===== src/rtl/dsp_macc_drain.sv =====
// dsp_macc_drain: per-frame sums from a free-running MAC accumulator; DSP_MACC_DRAIN_SAT_EN enables saturation and sat_flag
module dsp_macc_drain #(
    parameter int P_W         = 40,
    parameter int OUT_W       = 18,
    parameter int SHIFT       = 0,
    parameter int MAC_LATENCY = 2,
    parameter int FIFO_DEPTH  = 2
) (
    input  logic             CLK,
    input  logic             SRST,
    input  logic             in_valid,
    input  logic             in_last,
    output logic             in_ready,
    input  logic [P_W-1:0]   P,
    output logic [OUT_W-1:0] out_data,
    output logic             out_valid,
    input  logic             out_ready,
    output logic [15:0]      frame_cnt
`ifdef DSP_MACC_DRAIN_SAT_EN
    ,
    output logic             sat_flag
`endif
);
    localparam int PTR_W = $clog2(FIFO_DEPTH);
    localparam int CNT_W = $clog2(FIFO_DEPTH + 1);
    localparam logic [P_W:0] RND = ((P_W + 1)'(1) << SHIFT) >> 1;
`ifdef DSP_MACC_DRAIN_SAT_EN
    localparam logic signed [P_W:0] SMAX = $signed({{(P_W - OUT_W + 2){1'b0}}, {(OUT_W - 1){1'b1}}});
    localparam logic signed [P_W:0] SMIN = ~SMAX;
`endif

    typedef enum logic {PRIME, RUN} state_t;

    state_t                 state_q, state_d;
    logic [2:0]             prime_q, prime_d;
    logic [P_W-1:0]         base_q, base_d;
    logic [MAC_LATENCY-1:0] dv_q, dv_d, dl_q, dl_d;
    logic [CNT_W-1:0]       inflight_q, inflight_d, count_q, count_d;
    logic [PTR_W-1:0]       rd_q, rd_d, wr_q, wr_d;
    logic [OUT_W-1:0]       mem_q [FIFO_DEPTH];
    logic [15:0]            frame_q, frame_d;
    logic                   acc, retire, pop;
    logic [P_W-1:0]         diff;
    logic [P_W:0]           rsum;
    logic [OUT_W-1:0]       res;
`ifdef DSP_MACC_DRAIN_SAT_EN
    logic                   sat_q, sat_d, ovf;
    logic signed [P_W:0]    r;
`endif

    function automatic logic [PTR_W-1:0] nxt(input logic [PTR_W-1:0] p);
        return p == PTR_W'(FIFO_DEPTH - 1) ? '0 : p + PTR_W'(1);
    endfunction

    // credit check, delay-line alignment with P, frame sum, rounding/narrowing and FIFO bookkeeping
    always_comb begin
        in_ready   = state_q == RUN &&
                     ((CNT_W + 1)'(inflight_q) + (CNT_W + 1)'(count_q) < (CNT_W + 1)'(FIFO_DEPTH));
        acc        = in_valid & in_ready;
        retire     = dv_q[MAC_LATENCY-1] & dl_q[MAC_LATENCY-1];
        out_valid  = count_q != '0;
        out_data   = mem_q[rd_q];
        frame_cnt  = frame_q;
        pop        = out_valid & out_ready;
        diff       = P - base_q;
        rsum       = {diff[P_W-1], diff} + RND;
`ifdef DSP_MACC_DRAIN_SAT_EN
        r          = $signed(rsum) >>> SHIFT;
        ovf        = r > SMAX || r < SMIN;
        res        = ovf ? (r[P_W] ? SMIN[OUT_W-1:0] : SMAX[OUT_W-1:0]) : r[OUT_W-1:0];
        sat_d      = sat_q | (retire & ovf);
        sat_flag   = sat_q;
`else
        res        = OUT_W'($signed(rsum) >>> SHIFT);
`endif
        state_d    = state_q;
        prime_d    = state_q == PRIME ? prime_q + 3'd1 : prime_q;
        base_d     = retire ? P : base_q;
        if (state_q == PRIME && prime_q == 3'(MAC_LATENCY)) begin
            state_d = RUN;
            base_d  = P;
        end
        dv_d       = MAC_LATENCY'({dv_q, acc});
        dl_d       = MAC_LATENCY'({dl_q, in_last});
        inflight_d = inflight_q + CNT_W'(acc & in_last) - CNT_W'(retire);
        count_d    = count_q + CNT_W'(retire) - CNT_W'(pop);
        rd_d       = pop ? nxt(rd_q) : rd_q;
        wr_d       = retire ? nxt(wr_q) : wr_q;
        frame_d    = frame_q + 16'(retire);
    end

    // state registers; reset discards in-flight frames and buffered results and re-primes
    always_ff @(posedge CLK) begin
        if (SRST) begin
            state_q    <= PRIME;
            prime_q    <= '0;
            base_q     <= '0;
            dv_q       <= '0;
            dl_q       <= '0;
            inflight_q <= '0;
            count_q    <= '0;
            rd_q       <= '0;
            wr_q       <= '0;
            frame_q    <= '0;
`ifdef DSP_MACC_DRAIN_SAT_EN
            sat_q      <= 1'b0;
`endif
            for (int i = 0; i < FIFO_DEPTH; i++) mem_q[i] <= '0;
        end else begin
            state_q    <= state_d;
            prime_q    <= prime_d;
            base_q     <= base_d;
            dv_q       <= dv_d;
            dl_q       <= dl_d;
            inflight_q <= inflight_d;
            count_q    <= count_d;
            rd_q       <= rd_d;
            wr_q       <= wr_d;
            frame_q    <= frame_d;
`ifdef DSP_MACC_DRAIN_SAT_EN
            sat_q      <= sat_d;
`endif
            if (retire) mem_q[wr_q] <= res;
        end
    end
endmodule


===== config.mk =====
export PLATFORM = sky130hd
export DESIGN_NAME = dsp_macc_drain
export DESIGN_NICKNAME = d
export VERILOG_FILES = /design/src/rtl/dsp_macc_drain.sv
export SDC_FILE = /design/constraint.sdc
export NUM_CORES = 1
export LEC_CHECK = 0
export ABC_AREA = 1
export BUFFER_PORTS_ARGS = -buffer_cell sky130_fd_sc_hd__buf_2
export CELL_PAD_IN_SITES_DETAIL_PLACEMENT = 2
export CELL_PAD_IN_SITES_GLOBAL_PLACEMENT = 2
export CORE_MARGIN = 1.5
export CORE_UTILIZATION = 33
export CTS_CLUSTER_SIZE = 14
export DETAILED_ROUTE_END_ITERATION = 8
export PLACE_DENSITY_LB_ADDON = 0.1
export SYNTH_ARGS = -nofsm -noshare
export SYNTH_HDL_FRONTEND = slang
export SYNTH_SLANG_ARGS = --single-unit

===== constraint.sdc =====
create_clock -name CLK -period 2.9 [get_ports CLK]
set_clock_uncertainty 0.1 [all_clocks]
set_input_delay 0.29 -clock CLK [delete_from_list [all_inputs] [get_ports CLK]]
set_output_delay 0.29 -clock CLK [all_outputs]
set_load 0.05 [all_outputs]

# Word-level counts from Yosys, hierarchy flattened
# Memories as Yosys holds them, arrays and structs flattened. A register that Yosys moved wholly into a read port is not among the register bits.
# Cells that the tools add are included.
# word_totals
output_inout_bits,36
regBits,48
ramBits,36
mem_count,1
elab_cells,47
# classes
add_sub_neg,10
eq_ne,1
muxes,14
order_cmp,1
reduce_logical,5
bitwise_logic,5
# memory_table
memory,words,width,read_ports,rd_ports_with_merged_regs,wr,line,rtl
mem_q,2,18,1,1,2,40,logic [OUT_W-1:0] mem_q [FIFO_DEPTH];
# ops
op,count
$mux W18,3
$reduce_or A18 Y1,1
$sub A18 B18 Y18,1
$add A16 B1 Y16,1
$mux W1,11
$add A2 B1 Y2,2
$and A1 B1 Y1,4
$reduce_bool A2 Y1,2
$sub A2 B1 Y2,2
$add A2 B2 Y3,1
$add A3 B1 Y3 const B,1
$eq A3 B2 Y1 const B,1
$lt A3 B2 Y1 const B,1
$add A1 B1 Y1 const B,2
$logic_and A1 B1 Y1,2
$not A1 Y1,1

# Depth between registers and ports, before layout
# depth
word_depth,7
ltp_mapped,14

# Least setup slack after synthesis
# Ideal clock, no wire load.
# synth_path
kind,flip-flop to flip-flop
from,register count_q[0]
to,register inflight_q[1]
required_time_ns,2.680
setup_slack_ns,-0.374
path_buffers,0
stages_incl_launch_ff,12
setup_ns,0.120
arrival_ns,3.054
cell_sequence,dfxtp_1 -> nand2_1 -> inv_1 -> fa_1 -> nor3_1 -> nand3_1 -> ha_1 -> inv_1 -> ha_1 -> xor2_1 -> o21ai_0 -> a21oi_1
# synth_via
elab_chain_len,7
# synth_lines
item,line,rtl
start: declaration,38,"logic [CNT_W-1:0] inflight_q, inflight_d, count_q, count_d;"
start signal: assignment,116,count_q <= count_d;
$add A2 B2 Y3,58,((CNT_W + 1)'(inflight_q) + (CNT_W + 1)'(count_q) < (CNT_W + 1)'(FIFO_DEPTH));
$lt A3 B2 Y1,58,
$logic_and A1 B1 Y1,57,in_ready = state_q == RUN &&
named net in_ready,13,"output logic in_ready,"
$and A1 B1 Y1,59,acc = in_valid & in_ready;
$and A1 B1 Y1,85,inflight_d = inflight_q + CNT_W'(acc & in_last) - CNT_W'(retire);
$add A2 B1 Y2,85,
$sub A2 B1 Y2,85,
end signal: assignment,115,inflight_q <= inflight_d;
end: declaration,38,
# The timed path passes the listed nets, and every way through them passes these cells.
# A chain may end at the register's enable or synchronous reset.

# Final worst setup path
# layout_path
from,register count_q[0]
to,register inflight_q[1]
# layout_via
elab_chain_len,7
# layout_lines
item,line
$add A2 B2 Y3,58
$lt A3 B2 Y1,58
$logic_and A1 B1 Y1,57
$and A1 B1 Y1,59
$and A1 B1 Y1,85
$add A2 B1 Y2,85
$sub A2 B1 Y2,85
# Every way passes these cells.

==> impl_results.rst <==
.. list-table::
   :header-rows: 1

   * - Metric
     - Value
   * - Clock period minus final worst setup slack
     - 2.54 ns
   * - Worst reg2reg endpoint
     - inflight_q[1]
   * - Worst setup slack before clock tree synthesis
     - roughly 0.43 ns
   * - CTS clock-pin slew for the worst setup and hold paths
     - about 0.060 ns
   * - Final setup slack of the worst path
     - approximately 0.36 ns
   * - DIE AREA
     - 0.0141 mm^2
   * - CTS root buffer
     - sky130_fd_sc_hd__clkbuf_16
   * - Worst hold path class
     - input port to register
   * - Crit end category
     - register
   * - Number of nets in the final layout
     - approximately 660
   * - Number of antenna violations at the first check in global routing
     - 0
   * - Worst reg2reg path depth
     - 11
   * - Via count normalized by instance count
     - between 4 and 5
   * - Count of input and output buffers
     - 58
   * - Via count of the first global-routing pass
     - about 4000
   * - Number of DRC violations after detailed-routing iteration 0
     - between 100 and 150
   * - Worst hold start
     - in_last
   * - Worst Hold End
     - dl_q[0]
   * - Number of nets produced by synthesis
     - approximately 600
   * - Post-route fraction of the period consumed by the critical path
     - ~90%
   * - Post-route worst hold slack
     - ~0.070 ns
   * - RSZ-0062 raised after global routing
     - false
   * - Depth of the worst hold-timing path
     - 3
   * - Reg2Reg Setup Slack
     - 0.36 ns
   * - TritonCTS clock tree
     - built
   * - Part of the Yosys area used for sequential elements
     - 46.6%
   * - Routed via count
     - ~3700
   * - Worst-path fanout max
     - 3
   * - Detail Route Antenna Nets
     - 0
   * - Share of cells above drive strength 1
     - between 10% and 20%
   * - Antenna cells
     - 0
   * - Max capacitance violation total
     - 0
   * - Worst r2r src
     - count_q[0]
   * - Area overhead of the layout relative to synthesis
     - 18.2%
   * - Number of endpoints with negative hold slack in the final report
     - 0
   * - Data arrival time at the worst-slack endpoint
     - ~2.7 ns
   * - Bufs on Longest Clock Path
     - 2
   * - GRT Residual Overflow
     - 0
   * - Actual slew at the worst max-slew pin
     - 0.876 ns
   * - Number of flip-flops and latches in the synthesized netlist
     - 85
   * - Number of placement rows
     - 42
   * - TritonCTS buffer count
     - 9
   * - DRC violations left
     - 0
   * - Clock tree sinks
     - 85
   * - Horizontal die dimension
     - around 120 um
   * - Detailed-route wire length per cell
     - 15.7 um
   * - Critical path required time
     - about 3 ns
   * - Global-route usage over all layers
     - 18.4%
   * - Worst-Skew Late Latency
     - between 0.3 and 0.4 ns
   * - Number of detailed-routing iterations run before antenna repair
     - 3
   * - Maximum frequency from static timing analysis
     - just under 400 MHz
   * - Run status
     - finished, final reports clean
   * - Number of setup violations in the final report
     - 0
   * - Number of distinct library cells after synthesis
     - 28
   * - Core area
     - approximately 0.013 mm^2
   * - Starting density of the core
     - between 30 and 40%
   * - Power density over the cells
     - around 800 mW/mm^2
   * - Cell Area, Synth
     - between 0.004 and 0.005 mm^2
   * - Mapped Cells
     - roughly 530
   * - Number of gates resized after CTS
     - 0
   * - Ys Warns
     - 0
   * - First-pass GRT wire length
     - 20200 um
   * - Final weighted congestion of routability-driven global placement
     - slightly below 0.8
   * - Final Util
     - approximately two fifths
   * - Pin count of the biggest net entering global routing
     - 34
   * - Total setup buffers inserted after CTS
     - 0
   * - Fillers
     - roughly 1500
   * - Cts hold-fix bufs
     - 0
   * - Startpoint types
     - register
   * - Slew Limit Headroom
     - 41.6%
   * - Worst ir drop on vdd
     - approximately 0.25 mV
   * - Path type of the worst setup path
     - register to register
   * - Max-slew violation count
     - 0
   * - Average cell area after synthesis
     - between 8 and 9 um^2
   * - Post-detailed-placement half-perimeter wirelength
     - approximately 9100 um
   * - Height of the die
     - around 120 um
   * - Leakage dissipation
     - between 2 and 2.5 nW
   * - Total number of H-tree levels
     - 3
   * - Detailed Route WL
     - ~12000 um
   * - Accumulated negative setup slack
     - 0 ns
   * - Num ports
     - ~80
cell families after synthesis:
logic type               after synthesis  share of synthesized area (%)
AND/OR/NAND/NOR                      218                           21.7
buffers and inverters                 80                           6.96
flip-flops                            85                           46.6
XOR/XNOR                              12                           2.37
AO/OA/AOI/OAI                         86                           9.78
adder cells (fa/ha/maj)               27                           7.97
multiplexers                          18                           4.58
cell type report:
type | count | area (um^2) | area share (%)
Clock buffer | 9 | 225 | 4.31
Timing Repair Buffer | 65 | 343 | 6.56
Clock inverter | 7 | 66.3 | 1.27
Sequential cell | 85 | 2060 | 39.4
Inverter | 67 | 251 | 4.81
Multi-Input combinational cell | 361 | 2060 | 39.4
Tap cell | 176 | 220 | 4.21
worst max-delay path by stage:
stage,startpoint,end,slack (ns),depth (start not counted)
final,count_q[0],inflight_q[1],0.36,11
after global routing,count_q[0],inflight_q[1],0.13,11
after CTS,count_q[0],inflight_q[1],0.29,11
after detailed placement,count_q[0],inflight_q[1],0.43,11
after global placement,count_q[0],inflight_q[1],0.60,11
after floorplan,count_q[0],inflight_q[1],0.11,11
where the power goes:
part,switching [W],internal [W]
clock,0.000484,0.000662
combinational,0.00107,0.000504
sequential,0.0000586,0.00139
routing by layer:
metal	global-route usage, %	wire [um]	vias to the layer above
met3	2.75	294	13
li1	-	-	1852
met1	24.2	5840	1774
met5	0	0	-
met4	7.53	194	0
met2	30.4	5740	43
registers in the layout, indices dropped and copies added (netlist names), named ones only:
register	flops
base_q	18
count_q	2
dl_q	2
dv_q	2
frame_cnt	16
inflight_q	2
mem_q	36
prime_q	3
rd_q	1
state_q	1
wr_q	1
worst max-delay path, stage by stage, from the launching register on:
cell	delay, ns
sky130_fd_sc_hd__dfxtp_1	0.38
sky130_fd_sc_hd__nand2_1	0.07
sky130_fd_sc_hd__inv_1	0.08
sky130_fd_sc_hd__fa_1	0.43
sky130_fd_sc_hd__nor3_2	0.28
sky130_fd_sc_hd__nand3_1	0.14
sky130_fd_sc_hd__ha_1	0.30
sky130_fd_sc_hd__inv_1	0.06
sky130_fd_sc_hd__ha_1	0.15
sky130_fd_sc_hd__xor2_1	0.21
sky130_fd_sc_hd__o21ai_0	0.12
sky130_fd_sc_hd__a21oi_1	0.16
through the flow:
stage,power (W),std cells,instance area (um^2)
floorplan,0.00264,526,4430
global placement,0.00298,754,4940
detailed placement,0.00306,754,4940
CTS,0.00424,770,5230
global route,0.00449,770,5230
finish,0.00417,770,5230
cell usage after synthesis (all sizes together):
cell | count | area, um^2
inv | 67 | 251
fa | 2 | 40.0
xnor2 | 8 | 70.1
o21a | 1 | 7.51
nand4 | 6 | 37.5
nor2 | 74 | 300
nor4 | 2 | 12.5
nand2 | 96 | 375
nor3 | 10 | 61.3
ha | 25 | 313
buf | 6 | 30.0
clkbuf | 7 | 26.3
mux2 | 18 | 203
nand3 | 20 | 105
edfxtp | 36 | 1080
a21oi | 52 | 260
nand3b | 6 | 45.0
dfxtp | 49 | 981
or2 | 2 | 12.5
and2 | 2 | 12.5
xor2 | 4 | 35.0
o21ai | 33 | 165
cells in the final DEF, fill, tap and decap left out, types with 6 or more instances in the layout:
master / instances
sky130_fd_sc_hd__dfxtp_1: 49
sky130_fd_sc_hd__nor3_1: 8
sky130_fd_sc_hd__buf_2: 58
sky130_fd_sc_hd__nor2_1: 71
sky130_fd_sc_hd__nand3_1: 19
sky130_fd_sc_hd__clkbuf_16: 9
sky130_fd_sc_hd__mux2_2: 18
sky130_fd_sc_hd__o21ai_0: 33
sky130_fd_sc_hd__nand3b_1: 6
sky130_fd_sc_hd__edfxtp_1: 36
sky130_fd_sc_hd__ha_1: 25
sky130_fd_sc_hd__nand4_1: 6
sky130_fd_sc_hd__nand2_1: 92
sky130_fd_sc_hd__a21oi_1: 52
sky130_fd_sc_hd__inv_1: 66
sky130_fd_sc_hd__xnor2_1: 8
sky130_fd_sc_hd__buf_4: 7
Power figures use the tool's default switching activity.
